--- src/rtl/multi_queue_ram_if.sv ---
// Bundle of per-queue push/pop, threshold and status signals for multi_queue_ram.
// Buses are packed [NUM_QUEUES-1:0][width-1:0], so slice q sits at bits [q*width +: width].
interface multi_queue_ram_if #(
  parameter int DATA_SIZE     = 8,
  parameter int QUEUE_LENGTH  = 4,
  parameter int NUM_QUEUES    = 4,
  parameter int REGISTER_SIZE = 32
);
  localparam int CW = $clog2(QUEUE_LENGTH) + 1;

  logic [NUM_QUEUES-1:0]                    push_valid;
  logic [NUM_QUEUES-1:0][DATA_SIZE-1:0]     push_data;
  logic [NUM_QUEUES-1:0]                    pop;
  logic [NUM_QUEUES-1:0][REGISTER_SIZE-1:0] higher_threshold;
  logic [NUM_QUEUES-1:0][REGISTER_SIZE-1:0] lower_threshold;
  logic                                     clear_errors;
  logic [NUM_QUEUES-1:0][DATA_SIZE-1:0]     value_out;
  logic [NUM_QUEUES-1:0][CW-1:0]            count;
  logic [NUM_QUEUES-1:0]                    empty;
  logic [NUM_QUEUES-1:0]                    full;
  logic [NUM_QUEUES-1:0]                    last_elem;
  logic [NUM_QUEUES-1:0]                    kill_the_core;
  logic [NUM_QUEUES-1:0]                    overflow;
  logic [NUM_QUEUES-1:0]                    underflow;

  modport master (
    output push_valid, push_data, pop, higher_threshold, lower_threshold, clear_errors,
    input  value_out, count, empty, full, last_elem, kill_the_core, overflow, underflow
  );
  modport slave (
    input  push_valid, push_data, pop, higher_threshold, lower_threshold, clear_errors,
    output value_out, count, empty, full, last_elem, kill_the_core, overflow, underflow
  );
endinterface

--- src/rtl/multi_queue_ram.sv ---
// NUM_QUEUES independent circular FIFOs with occupancy flags, sticky errors and a
// hysteretic kill_the_core throttle; one mq_lane instance per queue.
module mq_lane #(
  parameter int DATA_SIZE     = 8,
  parameter int QUEUE_LENGTH  = 4,
  parameter int REGISTER_SIZE = 32,
  parameter int INIT_COUNTER  = 0,
  parameter int CW            = $clog2(QUEUE_LENGTH) + 1
) (
  input  logic                     clock,
  input  logic                     reset,
  input  logic                     push_valid,
  input  logic [DATA_SIZE-1:0]     push_data,
  input  logic                     pop,
  input  logic [REGISTER_SIZE-1:0] higher_threshold,
  input  logic [REGISTER_SIZE-1:0] lower_threshold,
  input  logic                     clear_errors,
  output logic [DATA_SIZE-1:0]     value_out,
  output logic [CW-1:0]            count,
  output logic                     empty,
  output logic                     full,
  output logic                     last_elem,
  output logic                     kill_the_core,
  output logic                     overflow,
  output logic                     underflow
);
  localparam int PW = $clog2(QUEUE_LENGTH);
  localparam logic [PW-1:0] TAIL_RST = (INIT_COUNTER == QUEUE_LENGTH) ? '0 : PW'(INIT_COUNTER);
  localparam logic [CW-1:0] QL_C     = CW'(QUEUE_LENGTH);

  logic [QUEUE_LENGTH-1:0][DATA_SIZE-1:0] mem;
  logic [PW-1:0]            head, tail;
  logic                     pop_acc, push_acc, ovf_set, unf_set, kill_next;
  logic [CW-1:0]            count_next;
  logic [REGISTER_SIZE-1:0] cn_ext;

  function automatic logic [PW-1:0] nxt(input logic [PW-1:0] p);
    return (p == PW'(QUEUE_LENGTH - 1)) ? '0 : p + 1'b1;
  endfunction

  // A pop frees a slot this cycle, so a full queue still accepts a same-cycle push.
  always_comb begin
    pop_acc    = pop && (count != '0);
    push_acc   = push_valid && ((count != QL_C) || pop_acc);
    count_next = count + CW'(push_acc) - CW'(pop_acc);
    cn_ext     = REGISTER_SIZE'(count_next);
    ovf_set    = push_valid && (count == QL_C) && !pop_acc;
    unf_set    = pop && (count == '0);
    kill_next  = kill_the_core;
    if (higher_threshold == '0)             kill_next = 1'b0;
    else if (cn_ext >= higher_threshold)    kill_next = 1'b1;
    else if (cn_ext <= lower_threshold)     kill_next = 1'b0;
  end

  assign value_out = (count == '0) ? '0 : mem[head];

  always_ff @(posedge clock) begin
    if (reset) begin
      for (int i = 0; i < QUEUE_LENGTH; i++)
        mem[i] <= (i < INIT_COUNTER) ? DATA_SIZE'(i) : '0;
      head          <= '0;
      tail          <= TAIL_RST;
      count         <= CW'(INIT_COUNTER);
      empty         <= (INIT_COUNTER == 0);
      full          <= (INIT_COUNTER == QUEUE_LENGTH);
      last_elem     <= (INIT_COUNTER == 1);
      kill_the_core <= 1'b0;
      overflow      <= 1'b0;
      underflow     <= 1'b0;
    end else begin
      // Push is written after the vacate so it wins when both hit the same slot.
      if (pop_acc) begin
        mem[head] <= '0;
        head      <= nxt(head);
      end
      if (push_acc) begin
        mem[tail] <= push_data;
        tail      <= nxt(tail);
      end
      count         <= count_next;
      empty         <= (count_next == '0);
      full          <= (count_next == QL_C);
      last_elem     <= (count_next == CW'(1));
      kill_the_core <= kill_next;
      overflow      <= (overflow  & ~clear_errors) | ovf_set;
      underflow     <= (underflow & ~clear_errors) | unf_set;
    end
  end
endmodule

module multi_queue_ram #(
  parameter int DATA_SIZE     = 8,
  parameter int QUEUE_LENGTH  = 4,
  parameter int NUM_QUEUES    = 4,
  parameter int REGISTER_SIZE = 32,
  parameter int INIT_COUNTER  = 0
) (
  input  logic               clock,
  input  logic               reset,
  multi_queue_ram_if.slave   bus
);
  for (genvar q = 0; q < NUM_QUEUES; q++) begin : g_q
    mq_lane #(
      .DATA_SIZE(DATA_SIZE), .QUEUE_LENGTH(QUEUE_LENGTH),
      .REGISTER_SIZE(REGISTER_SIZE), .INIT_COUNTER(INIT_COUNTER)
    ) u_lane (
      .clock           (clock),
      .reset           (reset),
      .push_valid      (bus.push_valid[q]),
      .push_data       (bus.push_data[q]),
      .pop             (bus.pop[q]),
      .higher_threshold(bus.higher_threshold[q]),
      .lower_threshold (bus.lower_threshold[q]),
      .clear_errors    (bus.clear_errors),
      .value_out       (bus.value_out[q]),
      .count           (bus.count[q]),
      .empty           (bus.empty[q]),
      .full            (bus.full[q]),
      .last_elem       (bus.last_elem[q]),
      .kill_the_core   (bus.kill_the_core[q]),
      .overflow        (bus.overflow[q]),
      .underflow       (bus.underflow[q])
    );
  end
endmodule

--- src/flat_wrapper.sv ---
// flat-port wrapper written by rule: the top's interface ports become plain ports
module multi_queue_ram_flat 
#(
  parameter int DATA_SIZE     = 8,
  parameter int QUEUE_LENGTH  = 4,
  parameter int NUM_QUEUES    = 4,
  parameter int REGISTER_SIZE = 32,
  parameter int INIT_COUNTER  = 0
)
  (clock, reset, bus_push_valid, bus_push_data, bus_pop, bus_higher_threshold, bus_lower_threshold, bus_clear_errors, bus_value_out, bus_count, bus_empty, bus_full, bus_last_elem, bus_kill_the_core, bus_overflow, bus_underflow);
  multi_queue_ram_if #(.DATA_SIZE(DATA_SIZE), .QUEUE_LENGTH(QUEUE_LENGTH), .NUM_QUEUES(NUM_QUEUES), .REGISTER_SIZE(REGISTER_SIZE)) bus_i ();
  input  logic clock;
  input  logic reset;
  input wire logic [$bits(bus_i.push_valid)-1:0] bus_push_valid;
  input wire logic [$bits(bus_i.push_data)-1:0] bus_push_data;
  input wire logic [$bits(bus_i.pop)-1:0] bus_pop;
  input wire logic [$bits(bus_i.higher_threshold)-1:0] bus_higher_threshold;
  input wire logic [$bits(bus_i.lower_threshold)-1:0] bus_lower_threshold;
  input wire logic [$bits(bus_i.clear_errors)-1:0] bus_clear_errors;
  output wire logic [$bits(bus_i.value_out)-1:0] bus_value_out;
  output wire logic [$bits(bus_i.count)-1:0] bus_count;
  output wire logic [$bits(bus_i.empty)-1:0] bus_empty;
  output wire logic [$bits(bus_i.full)-1:0] bus_full;
  output wire logic [$bits(bus_i.last_elem)-1:0] bus_last_elem;
  output wire logic [$bits(bus_i.kill_the_core)-1:0] bus_kill_the_core;
  output wire logic [$bits(bus_i.overflow)-1:0] bus_overflow;
  output wire logic [$bits(bus_i.underflow)-1:0] bus_underflow;
  assign bus_i.push_valid = bus_push_valid;
  assign bus_i.push_data = bus_push_data;
  assign bus_i.pop = bus_pop;
  assign bus_i.higher_threshold = bus_higher_threshold;
  assign bus_i.lower_threshold = bus_lower_threshold;
  assign bus_i.clear_errors = bus_clear_errors;
  assign bus_value_out = bus_i.value_out;
  assign bus_count = bus_i.count;
  assign bus_empty = bus_i.empty;
  assign bus_full = bus_i.full;
  assign bus_last_elem = bus_i.last_elem;
  assign bus_kill_the_core = bus_i.kill_the_core;
  assign bus_overflow = bus_i.overflow;
  assign bus_underflow = bus_i.underflow;
  multi_queue_ram #(.DATA_SIZE(DATA_SIZE), .QUEUE_LENGTH(QUEUE_LENGTH), .NUM_QUEUES(NUM_QUEUES), .REGISTER_SIZE(REGISTER_SIZE), .INIT_COUNTER(INIT_COUNTER)) u_core (.clock(clock), .reset(reset), .bus(bus_i));
endmodule
--- config.mk ---
export PLATFORM = sky130hd
export DESIGN_NAME = multi_queue_ram_flat
export DESIGN_NICKNAME = d
export VERILOG_FILES = /design/src/rtl/multi_queue_ram_if.sv /design/src/rtl/multi_queue_ram.sv /design/src/flat_wrapper.sv
export SDC_FILE = /design/constraint.sdc
export NUM_CORES = 1
export LEC_CHECK = 0
export ABC_AREA = 1
export CELL_PAD_IN_SITES_DETAIL_PLACEMENT = 1
export CELL_PAD_IN_SITES_GLOBAL_PLACEMENT = 1
export CORE_UTILIZATION = 32
export CTS_BUF_LIST = sky130_fd_sc_hd__clkbuf_4 sky130_fd_sc_hd__clkbuf_8
export DETAILED_ROUTE_END_ITERATION = 10
export PLACE_DENSITY_LB_ADDON = 0.1
export SYNTH_ARGS = -nofsm -noshare
export SYNTH_HDL_FRONTEND = slang
export SYNTH_SLANG_ARGS = --single-unit
--- constraint.sdc ---
create_clock -name clock -period 3.6 [get_ports clock]
set_clock_uncertainty 0.15 [all_clocks]
set_input_delay 0.72 -clock clock [delete_from_list [all_inputs] [get_ports clock]]
set_output_delay 0.72 -clock clock [all_outputs]
set_load 0.005 [all_outputs]
## Word-level counts from Yosys, hierarchy flattened

Index checks and enable logic that the tools add are counted.

- Register bits after elaboration: 180

- $add $sub $neg: 16
- Order comparisons: 24
- Eq/ne operators: 24
- Multiplexer cells: 60
- Bitwise gates (word level): 25
- Reductions and logical operators: 60

Operators with widths:

| cell | count |
|---|---|
| $mux 32 | 12 |
| $and 32x32->32 | 4 |
| $bwmux 32 | 4 |
| $demux 8 s2 | 8 |
| $ge 3x32->1 | 4 |
| $le 3x32->1 | 4 |
| $logic_not 32->1 | 4 |
| $mux 8 | 16 |
| $not 32->32 | 4 |
| $bmux 8 s2 | 4 |
| $logic_and 1x1->1 | 28 |
| $eq 3x3->1 const B | 8 |
| $logic_not 3->1 | 8 |
| $lt 2x3->1 const B | 8 |
| $add 2x1->2 const B | 8 |
| $eq 2x2->1 const B | 8 |
| $ge 2x1->1 const B | 8 |
| $mux 2 | 8 |
| $add 3x1->3 | 4 |
| $eq 3x1->1 const B | 4 |
| $ne 3x3->1 const B | 4 |
| $reduce_bool 3->1 | 4 |
| $sub 3x1->3 | 4 |
| $and 1x1->1 | 8 |
| 7 further kinds | 33 |

## Logic depth before layout (Yosys ltp)

Gate-level depths: netlist of run 1.

- Depth after elaboration: 10
- Gate-level depth with buffers: 19
- Mapped depth without buffers: 19

## Hierarchy

From an unflattened synthesis of run 1, not the netlist that was laid out.

- Cells, all modules: 1,696
- Area total of the unflattened synthesis: 11,193.2 um2

Modules (own cells, without submodules):

| module | times used | cells each | area each (um2) | seq. area each (um2) |
|---|---|---|---|---|
| mq_lane at u_core.g_q[0].u_lane ... | 3 | 424 | 2,791.4 | 900.9 |
| mq_lane at u_core.g_q[3].u_lane | 1 | 424 | 2,819.0 | 900.9 |

## Worst setup path after synthesis of run 1

OpenSTA, ideal clock, no wires.

- Path type: in2reg
- Start: in bus_pop[3]
- End: reg u_core.g_q[3].u_lane.kill_the_core
- Library setup time: 0.070 ns
- Data arrival time: 3.021 ns
- Required time: 3.380 ns
- Setup slack: 0.360 ns
- Stages on the path: 18
- Path buffers: 0
- Cell sequence: inv_1 nand3_2 nand2_4 ha_1 inv_1 ha_1 inv_1 fa_1 xor2_1 xor2_1 inv_1 ha_1 nand3b_1 nand2_1 nand2_1 nor2_1 nand2_1 a21oi_1

- Longest elaborated chain between the ends: 7

Ends and longest elaborated chain:

| element | line | source |
|---|---|---|
| from (decl) | flat_wrapper.sv:16 | `input wire logic [$bits(bus_i.pop)-1:0] bus_pop;` |
| $logic_and 1x1->1 (*) | multi_queue_ram.sv:43 | `pop_acc = pop && (count != '0);` |
| $logic_or 1x1->1 | multi_queue_ram.sv:44 | `push_acc = push_valid && ((count != QL_C) \|\| pop_acc);` |
| $logic_and 1x1->1 | multi_queue_ram.sv:44 |  |
| $add 3x1->3 | multi_queue_ram.sv:45 | `count_next = count + CW'(push_acc) - CW'(pop_acc);` |
| $sub 3x1->3 (*) | multi_queue_ram.sv:45 |  |
| named net u_core.g_q[3].u_lane.count_next[2] | multi_queue_ram.sv:34 | `logic [CW-1:0] count_next;` |
| $ge 3x32->1 / $le 3x32->1 (equally long branches) | multi_queue_ram.sv:51, multi_queue_ram.sv:52 |  |
| $mux 1 / $reduce_bool 2->1 (equally long branches) | - |  |
| to (signal assigned) | multi_queue_ram.sv:84 | `kill_the_core <= kill_next;` |
| to (decl) | multi_queue_ram.sv:23 | `output logic kill_the_core,` |

Mark *: on every way through the listed nets, which the timed path passes. The rest lies on a longest branch.
A chain may end at the register's enable or synchronous reset.

## Final worst setup path of run 1

- Start: reg u_core.g_q[1].u_lane.head[1]
- End: out bus_value_out[11]

- Longest elaborated chain between the ends: 3

Ends and longest elaborated chain:

| element | line | source |
|---|---|---|
| from (decl) | multi_queue_ram.sv:32 | `logic [PW-1:0] head, tail;` |
| from (signal assigned) | multi_queue_ram.sv:74 | `head <= nxt(head);` |
| $bmux 8 s2 | multi_queue_ram.sv:55 | `assign value_out = (count == '0) ? '0 : mem[head];` |
| $mux 8 (not written as such) | multi_queue_ram.sv:55 |  |
| $mux 8 | multi_queue_ram.sv:55 |  |
| to (decl) | flat_wrapper.sv:20 | `output wire logic [$bits(bus_i.value_out)-1:0] bus_value_out;` |

Every way passes these cells. The select of a mux whose other input is x is not followed.

==> impl_metrics.env, run 1 <==
export IMPL_run_status="finished clean"
export IMPL_clock_sinks=180
export IMPL_area_growth_pct=41.8
export IMPL_wl_per_cell_um=17.2
export IMPL_drc=0
export IMPL_cts_clk_slew_worst_paths_ns=0.10
export IMPL_fin_cells=2391
export IMPL_rows=66
export IMPL_io_pins=367
export IMPL_r2r_start="u_core.g_q[3].u_lane.count[2]$_SDFF_PP0_"
export IMPL_via_count=11500
export IMPL_vias_per_cell=4.81
export IMPL_drive_above_1_share=0.0565
export IMPL_syn_nets=1956
export IMPL_rsz0062_at_grt="no"
export IMPL_fin_nets=2300
export IMPL_ys_seq_area_frac=0.340
export IMPL_drt_total_wl_um=41200
export IMPL_critPathCapture="bus_value_out[11]"
export IMPL_p_leak_nw=5.88
export IMPL_grt_pass1_vias=12000
export IMPL_cp_start_kind="flip-flop"
export IMPL_core_mm2=0.0326
export IMPL_cp_max_fo=11
export IMPL_overflow=0
export IMPL_antenna_found_initial=4
export IMPL_p_per_area_mw_per_mm2=558
export IMPL_netlist_instances=1589
export IMPL_syn_avg_cell_area_um2=6.68
export IMPL_portBuffers=366
export IMPL_first_pass_iters=5
export IMPL_ys_seq_elements=180
export IMPL_die_x_um=184
export IMPL_hold_viol=0
export IMPL_start_util=0.325
export IMPL_cts_hold_repair_buffers=0
export IMPL_cts_made_buffers=17
export IMPL_ff2ff_path_depth=19
export IMPL_dr_first_iter_drc_count=521
export IMPL_worstMarginPinSlew_ns=0.521
export IMPL_startpoint="u_core.g_q[1].u_lane.head[1]$_SDFFE_PP0N_"
export IMPL_finalSetupViolCount=0
export IMPL_worstSkewPairLatency_ns=0.48
export IMPL_fmax_mhz=285
export IMPL_reg2reg_slack_ns=0.39
export IMPL_fin_crit_ns=3.51
export IMPL_die_h_um=184
export IMPL_slew_headroom=0.651
export IMPL_placedCellCount=2355
export IMPL_synth_top_area_cell="dfxtp_1"
export IMPL_ys_top_cells_by_area="dfxtp_1 34%, a21oi_1 11%, nor2_1 10%"
export IMPL_critPathRequiredTime_ns=2.73
export IMPL_dieArea_mm2=0.0339
export IMPL_gp_congestion=0.889
export IMPL_htreeDepth=4
export IMPL_ys_types=34
export IMPL_end_kind="output port"
export IMPL_grt_max_degree=103
export IMPL_synth_area_mm2=0.0106
export IMPL_ant_nets=0
export IMPL_clk_path_buf_depth=2
export IMPL_synth_most_common_cell="nor2_1"
export IMPL_synth_async_reset_ratio=0
export IMPL_crit_arrival_ns=2.64
export IMPL_grt_total_usage=0.248
export IMPL_synth_edf_count=0
export IMPL_holdCritPathClass="flip-flop to flip-flop"
export IMPL_tritoncts="built"
export IMPL_ys_warn_count=0
export IMPL_grt_pass1_wl_um=64700
export IMPL_cts_root_buffer="clkbuf_8"
export IMPL_ys_flop_type="dfxtp_1"
export IMPL_ys_top_cells_by_count="296 x nor2_1, 232 x a21oi_1, 218 x o21ai_0"
export IMPL_hpwlAfterDp_um=32700
export IMPL_r2r_end="u_core.g_q[3].u_lane.kill_the_core$_SDFFE_PP0P_"
export IMPL_synth_top_area_frac=0.340
export IMPL_tns_ns=0
export IMPL_worstSetupPathType="flip-flop to output port"
export IMPL_cap_violations=0
export IMPL_peakVddDrop_uv=263
export IMPL_timing_final_crit_share=0.975
export IMPL_slew_violations=0
## cells by family (layout without fill, tap and decap cells)
logic type	Yosys count	after routing	share of synthesized area
AND/OR/NAND/NOR	561	561	0.224
flip-flops	180	180	0.340
AO/OA/AOI/OAI	478	478	0.228
other	0	3	0
adder cells (fa/ha/maj)	68	68	0.0830
buffers and inverters	297	654	0.121
XOR/XNOR	5	5	0.00413
## layout make-up
class | count | area, um^2
antenna | 3 | 7.51
clock buffer | 21 | 283
clock inverter | 11 | 101
fill | 4171 | 17600
inverter | 222 | 851
multi-input combinational | 1112 | 5720
sequential | 180 | 3600
tap | 442 | 553
timing repair buffer | 400 | 3930
## power by group
part | total, W | internal, W | switching [W]
Sequential | 0.00258 | 0.00233 | 0.000251
Clock | 0.00140 | 0.000612 | 0.000788
Combinational | 0.00442 | 0.00198 | 0.00244
Total | 0.00840 | 0.00492 | 0.00348
## metal layers
metal / wire (um) / GRT usage
met3: 1850 / 0.0543
met2: 20100 / 0.429
met1: 18400 / 0.304
met4: 847 / 0.0797
met5: 13 / 0
## placed cells by master, fill, tap and decap left out, drive strengths merged, types with 17 or more instances in the layout
cell type,n
a21oi,232
clkinv,17
nor3,33
clkbuf,21
inv,212
nand2,191
o21ai,232
buf,35
nor2,308
ha,64
dfxtp,180
clkdlybuf4s50,364
## how the worst min path moves through the flow
stage / endpoint / slack (ns) / depth (start not counted) / from
after CTS: u_core.g_q[3].u_lane.mem[15]$_SDFF_PP0_ / 0.33 / 2 / u_core.g_q[3].u_lane.mem[15]$_SDFF_PP0_
after global placement: u_core.g_q[1].u_lane.mem[15]$_SDFF_PP0_ / 0.31 / 2 / u_core.g_q[1].u_lane.mem[15]$_SDFF_PP0_
final: u_core.g_q[3].u_lane.mem[15]$_SDFF_PP0_ / 0.33 / 2 / u_core.g_q[3].u_lane.mem[15]$_SDFF_PP0_
after global routing: u_core.g_q[0].u_lane.mem[11]$_SDFF_PP0_ / 0.35 / 2 / u_core.g_q[0].u_lane.mem[11]$_SDFF_PP0_
after floorplan: u_core.g_q[0].u_lane.mem[15]$_SDFF_PP0_ / 0.30 / 2 / u_core.g_q[0].u_lane.mem[15]$_SDFF_PP0_
after detailed placement: u_core.g_q[0].u_lane.mem[18]$_SDFF_PP0_ / 0.32 / 2 / u_core.g_q[0].u_lane.mem[18]$_SDFF_PP0_
## stage by stage
step                instance area [um^2]  power [W]  setup slack, ns  utilization  hold slack [ns]
CTS                                15000    0.00847           0.0426        0.461            0.332
floorplan                          10600    0.00499            0.360            -            0.299
global route                       15000    0.00913          0.00547        0.461            0.353
global placement                   14600    0.00690           -0.303        0.449            0.308
detailed placement                 14600    0.00703           -0.400        0.449            0.319
finish                             15000    0.00840           0.0882        0.461            0.328
## registers in the layout (all words and copies together) (netlist names)
| register | cells |
|---|---|
| u_core.g_q.u_lane.empty | 4 |
| u_core.g_q.u_lane.kill_the_core | 4 |
| u_core.g_q.u_lane.underflow | 4 |
| u_core.g_q.u_lane.last_elem | 4 |
| u_core.g_q.u_lane.tail | 8 |
| u_core.g_q.u_lane.head | 8 |
| u_core.g_q.u_lane.mem | 128 |
| u_core.g_q.u_lane.count | 12 |
| u_core.g_q.u_lane.overflow | 4 |
| u_core.g_q.u_lane.full | 4 |
## timing repair
item,CTS,global route
pin swaps,0,2
resized for setup,1,4
setup buffers,0,1
setup endpoints to repair,4,10
## worst max-delay path: stages, from the launching register on
cell             delay [ns]
dfxtp_1                0.66
clkinv_2               0.32
a21oi_1                0.17
o21ai_0                0.13
a21oi_1                0.28
clkdlybuf4s50_1        0.60
Note: power is estimated with default switching activity, not from simulation.
==> run 2, diff against run 1 <==
- CAP_MARGIN: not set -> 30
- CTS_CLUSTER_DIAMETER: not set -> 60
==> results of run 2 <==
No change in the layout: final DEF, timing and power equal those of run 1.
==> run 3, diff against run 2 <==
- RECOVER_POWER: not set -> 50
- SLEW_MARGIN: not set -> 30
==> impl_metrics.env, run 3 (same netlist as run 1, synthesis figures left out) <==
export IMPL_largest_reg_flops=128
export IMPL_start_util=0.325
export IMPL_r2r_start="u_core.g_q[3].u_lane.count[0]$_SDFF_PP0_"
export IMPL_layout_commonest_cell="clkdlybuf4s50_1"
export IMPL_worstMarginPinSlew_ns=1.99
export IMPL_drc=0
export IMPL_cp_start_kind="flip-flop"
export IMPL_hpwlAfterDp_um=32700
export IMPL_violations="capacitance limit, slew limit"
export IMPL_gp_congestion=0.889
export IMPL_cts_made_buffers=17
export IMPL_fin_cells=2391
export IMPL_reg2reg_slack_ns=0.35
export IMPL_grt_pass1_vias=12000
export IMPL_run_status="finished with violations"
export IMPL_min_path_cells=2
export IMPL_cts_root_buffer="clkbuf_8"
export IMPL_final_cell_mix="360 x clkdlybuf4s50_1, 299 x nor2_1, 232 x a21oi_1, 230 x o21ai_0, 205 x inv_1"
export IMPL_cts_clk_slew_worst_paths_ns=0.10
export IMPL_cts_hold_repair_buffers=0
export IMPL_die_x_um=184
export IMPL_ant_nets=0
export IMPL_r2r_end="u_core.g_q[3].u_lane.kill_the_core$_SDFFE_PP0P_"
export IMPL_crit_buf_inv=2
export IMPL_area_growth_pct=41.1
export IMPL_drive_above_1_share=0.0498
export IMPL_slowest_delay_ns=0.67
export IMPL_p_per_area_mw_per_mm2=559
export IMPL_holdCritPathClass="flip-flop to flip-flop"
export IMPL_finalSetupViolCount=0
export IMPL_critPathRequiredTime_ns=2.73
export IMPL_rows=66
export IMPL_hold_end="u_core.g_q[3].u_lane.mem[15]$_SDFF_PP0_"
export IMPL_fin_crit_ns=3.53
export IMPL_worstSetupPathType="flip-flop to output port"
export IMPL_cap_violations=1
export IMPL_grt_total_usage=0.248
export IMPL_htreeDepth=4
export IMPL_cp_top_family="buffers and inverters"
export IMPL_critPathSlowestCell="dfxtp_1"
export IMPL_antenna_found_initial=4
export IMPL_portBuffers=366
export IMPL_p_leak_nw=5.83
export IMPL_rsz0062_at_grt="no"
export IMPL_slew_violations=103
export IMPL_grt_pass1_wl_um=64700
export IMPL_ff2ff_path_depth=19
export IMPL_io_pins=367
export IMPL_critical_path_cell_chain="clkinv_2 -> a21oi_1 -> o21ai_0 -> a21oi_1 -> clkdlybuf4s50_1"
export IMPL_final_area_mm2=0.0150
export IMPL_fmax_mhz=283
export IMPL_n_fill_cell=4172
export IMPL_hold_viol=0
export IMPL_dieArea_mm2=0.0339
export IMPL_timing_final_crit_share=0.980
export IMPL_tritoncts="built"
export IMPL_min_from="u_core.g_q[3].u_lane.mem[15]$_SDFF_PP0_"
export IMPL_grt_max_degree=103
export IMPL_overflow=0
export IMPL_end_kind="output port"
export IMPL_top_register="u_core.g_q.u_lane.mem"
export IMPL_wl_per_cell_um=17.2
export IMPL_vias_per_cell=4.81
export IMPL_worstSkewPairLatency_ns=0.48
export IMPL_peakVddDrop_uv=261
export IMPL_cp_max_fo=11
export IMPL_die_h_um=184
export IMPL_largest_registers="u_core.g_q.u_lane.mem: 128 flops, u_core.g_q.u_lane.count: 12 flops"
export IMPL_first_pass_iters=7
export IMPL_clock_sinks=180
export IMPL_clk_path_buf_depth=2
export IMPL_crit_arrival_ns=2.66
export IMPL_dpl_instance_area_mm2=0.0146
export IMPL_crit_top_cell="a21oi_1"
export IMPL_fin_nets=2300
export IMPL_drt_total_wl_um=41200
export IMPL_placedCellCount=2355
export IMPL_slew_headroom=-0.330
export IMPL_core_mm2=0.0326
export IMPL_via_count=11500
export IMPL_dr_first_iter_drc_count=603
==> run 3: stage by stage <==
stage	setup slack, ns	total power, W	TNS, ns	hold slack [ns]	util
final	0.0724	0.00836	0	0.327	0.459
after CTS	0.0426	0.00847	0	0.332	0.461
after global routing	0.00547	0.00910	0	0.353	0.459
after floorplan	0.360	0.00499	0	0.299	-
after global placement	-0.303	0.00690	-0.303	0.308	0.449
after detailed placement	-0.400	0.00703	-0.470	0.319	0.449
==> run 3: worst max-delay path by stage <==
stage,from,to,slack (ns),cells after the start
global placement,bus_pop[3],u_core.g_q[3].u_lane.kill_the_core$_SDFFE_PP0P_,-0.30,19
floorplan,bus_pop[3],u_core.g_q[3].u_lane.kill_the_core$_SDFFE_PP0P_,0.36,18
global route,u_core.g_q[1].u_lane.head[1]$_SDFFE_PP0N_,bus_value_out[11],0.005,5
detailed placement,bus_pop[3],u_core.g_q[3].u_lane.kill_the_core$_SDFFE_PP0P_,-0.40,19
finish,u_core.g_q[1].u_lane.head[1]$_SDFFE_PP0N_,bus_value_out[11],0.07,5
CTS,u_core.g_q[3].u_lane.head[1]$_SDFFE_PP0N_,bus_value_out[31],0.04,5
==> run 3: where the power goes <==
part	switching, W	internal, W	total, W	leakage (nW)
logic	0.00243	0.00196	0.00439	4.16
registers	0.000247	0.00233	0.00258	1.47
clock network	0.000783	0.000612	0.00140	0.199
total	0.00346	0.00490	0.00836	5.83
==> run 3: layout make-up <==
cell class | instances | area, um^2 | area share
Clock buffer | 21 | 283 | 0.0189
Multi-Input combinational cell | 1112 | 5680 | 0.379
Tap cell | 442 | 553 | 0.0369
Sequential cell | 180 | 3600 | 0.241
Clock inverter | 11 | 101 | 0.00677
Antenna cell | 3 | 7.51 | 0.000501
Timing Repair Buffer | 400 | 3890 | 0.260
Inverter | 222 | 850 | 0.0567
==> run 3: repair_timing <==
item / in CTS / in global routing
setup endpoints to repair: 4 / 10
setup buffers: 0 / 1
pin swaps: 0 / 2
gates resized for setup: 1 / 4
==> run 3: tightest hold or removal path: cells and delay by family, from the launching register on <==
family / cells / cell delay, ns
flip-flops: 1 / 0.31
AO/OA/AOI/OAI: 2 / 0.12
==> run 3: per-layer routing <==
metal	track usage	vias to the layer above	part of all wire
met2	0.429	269	0.49
li1	-	5803	-
met5	0	-	0.00032
met3	0.0543	44	0.049
met4	0.0797	2	0.021
met1	0.304	5384	0.44
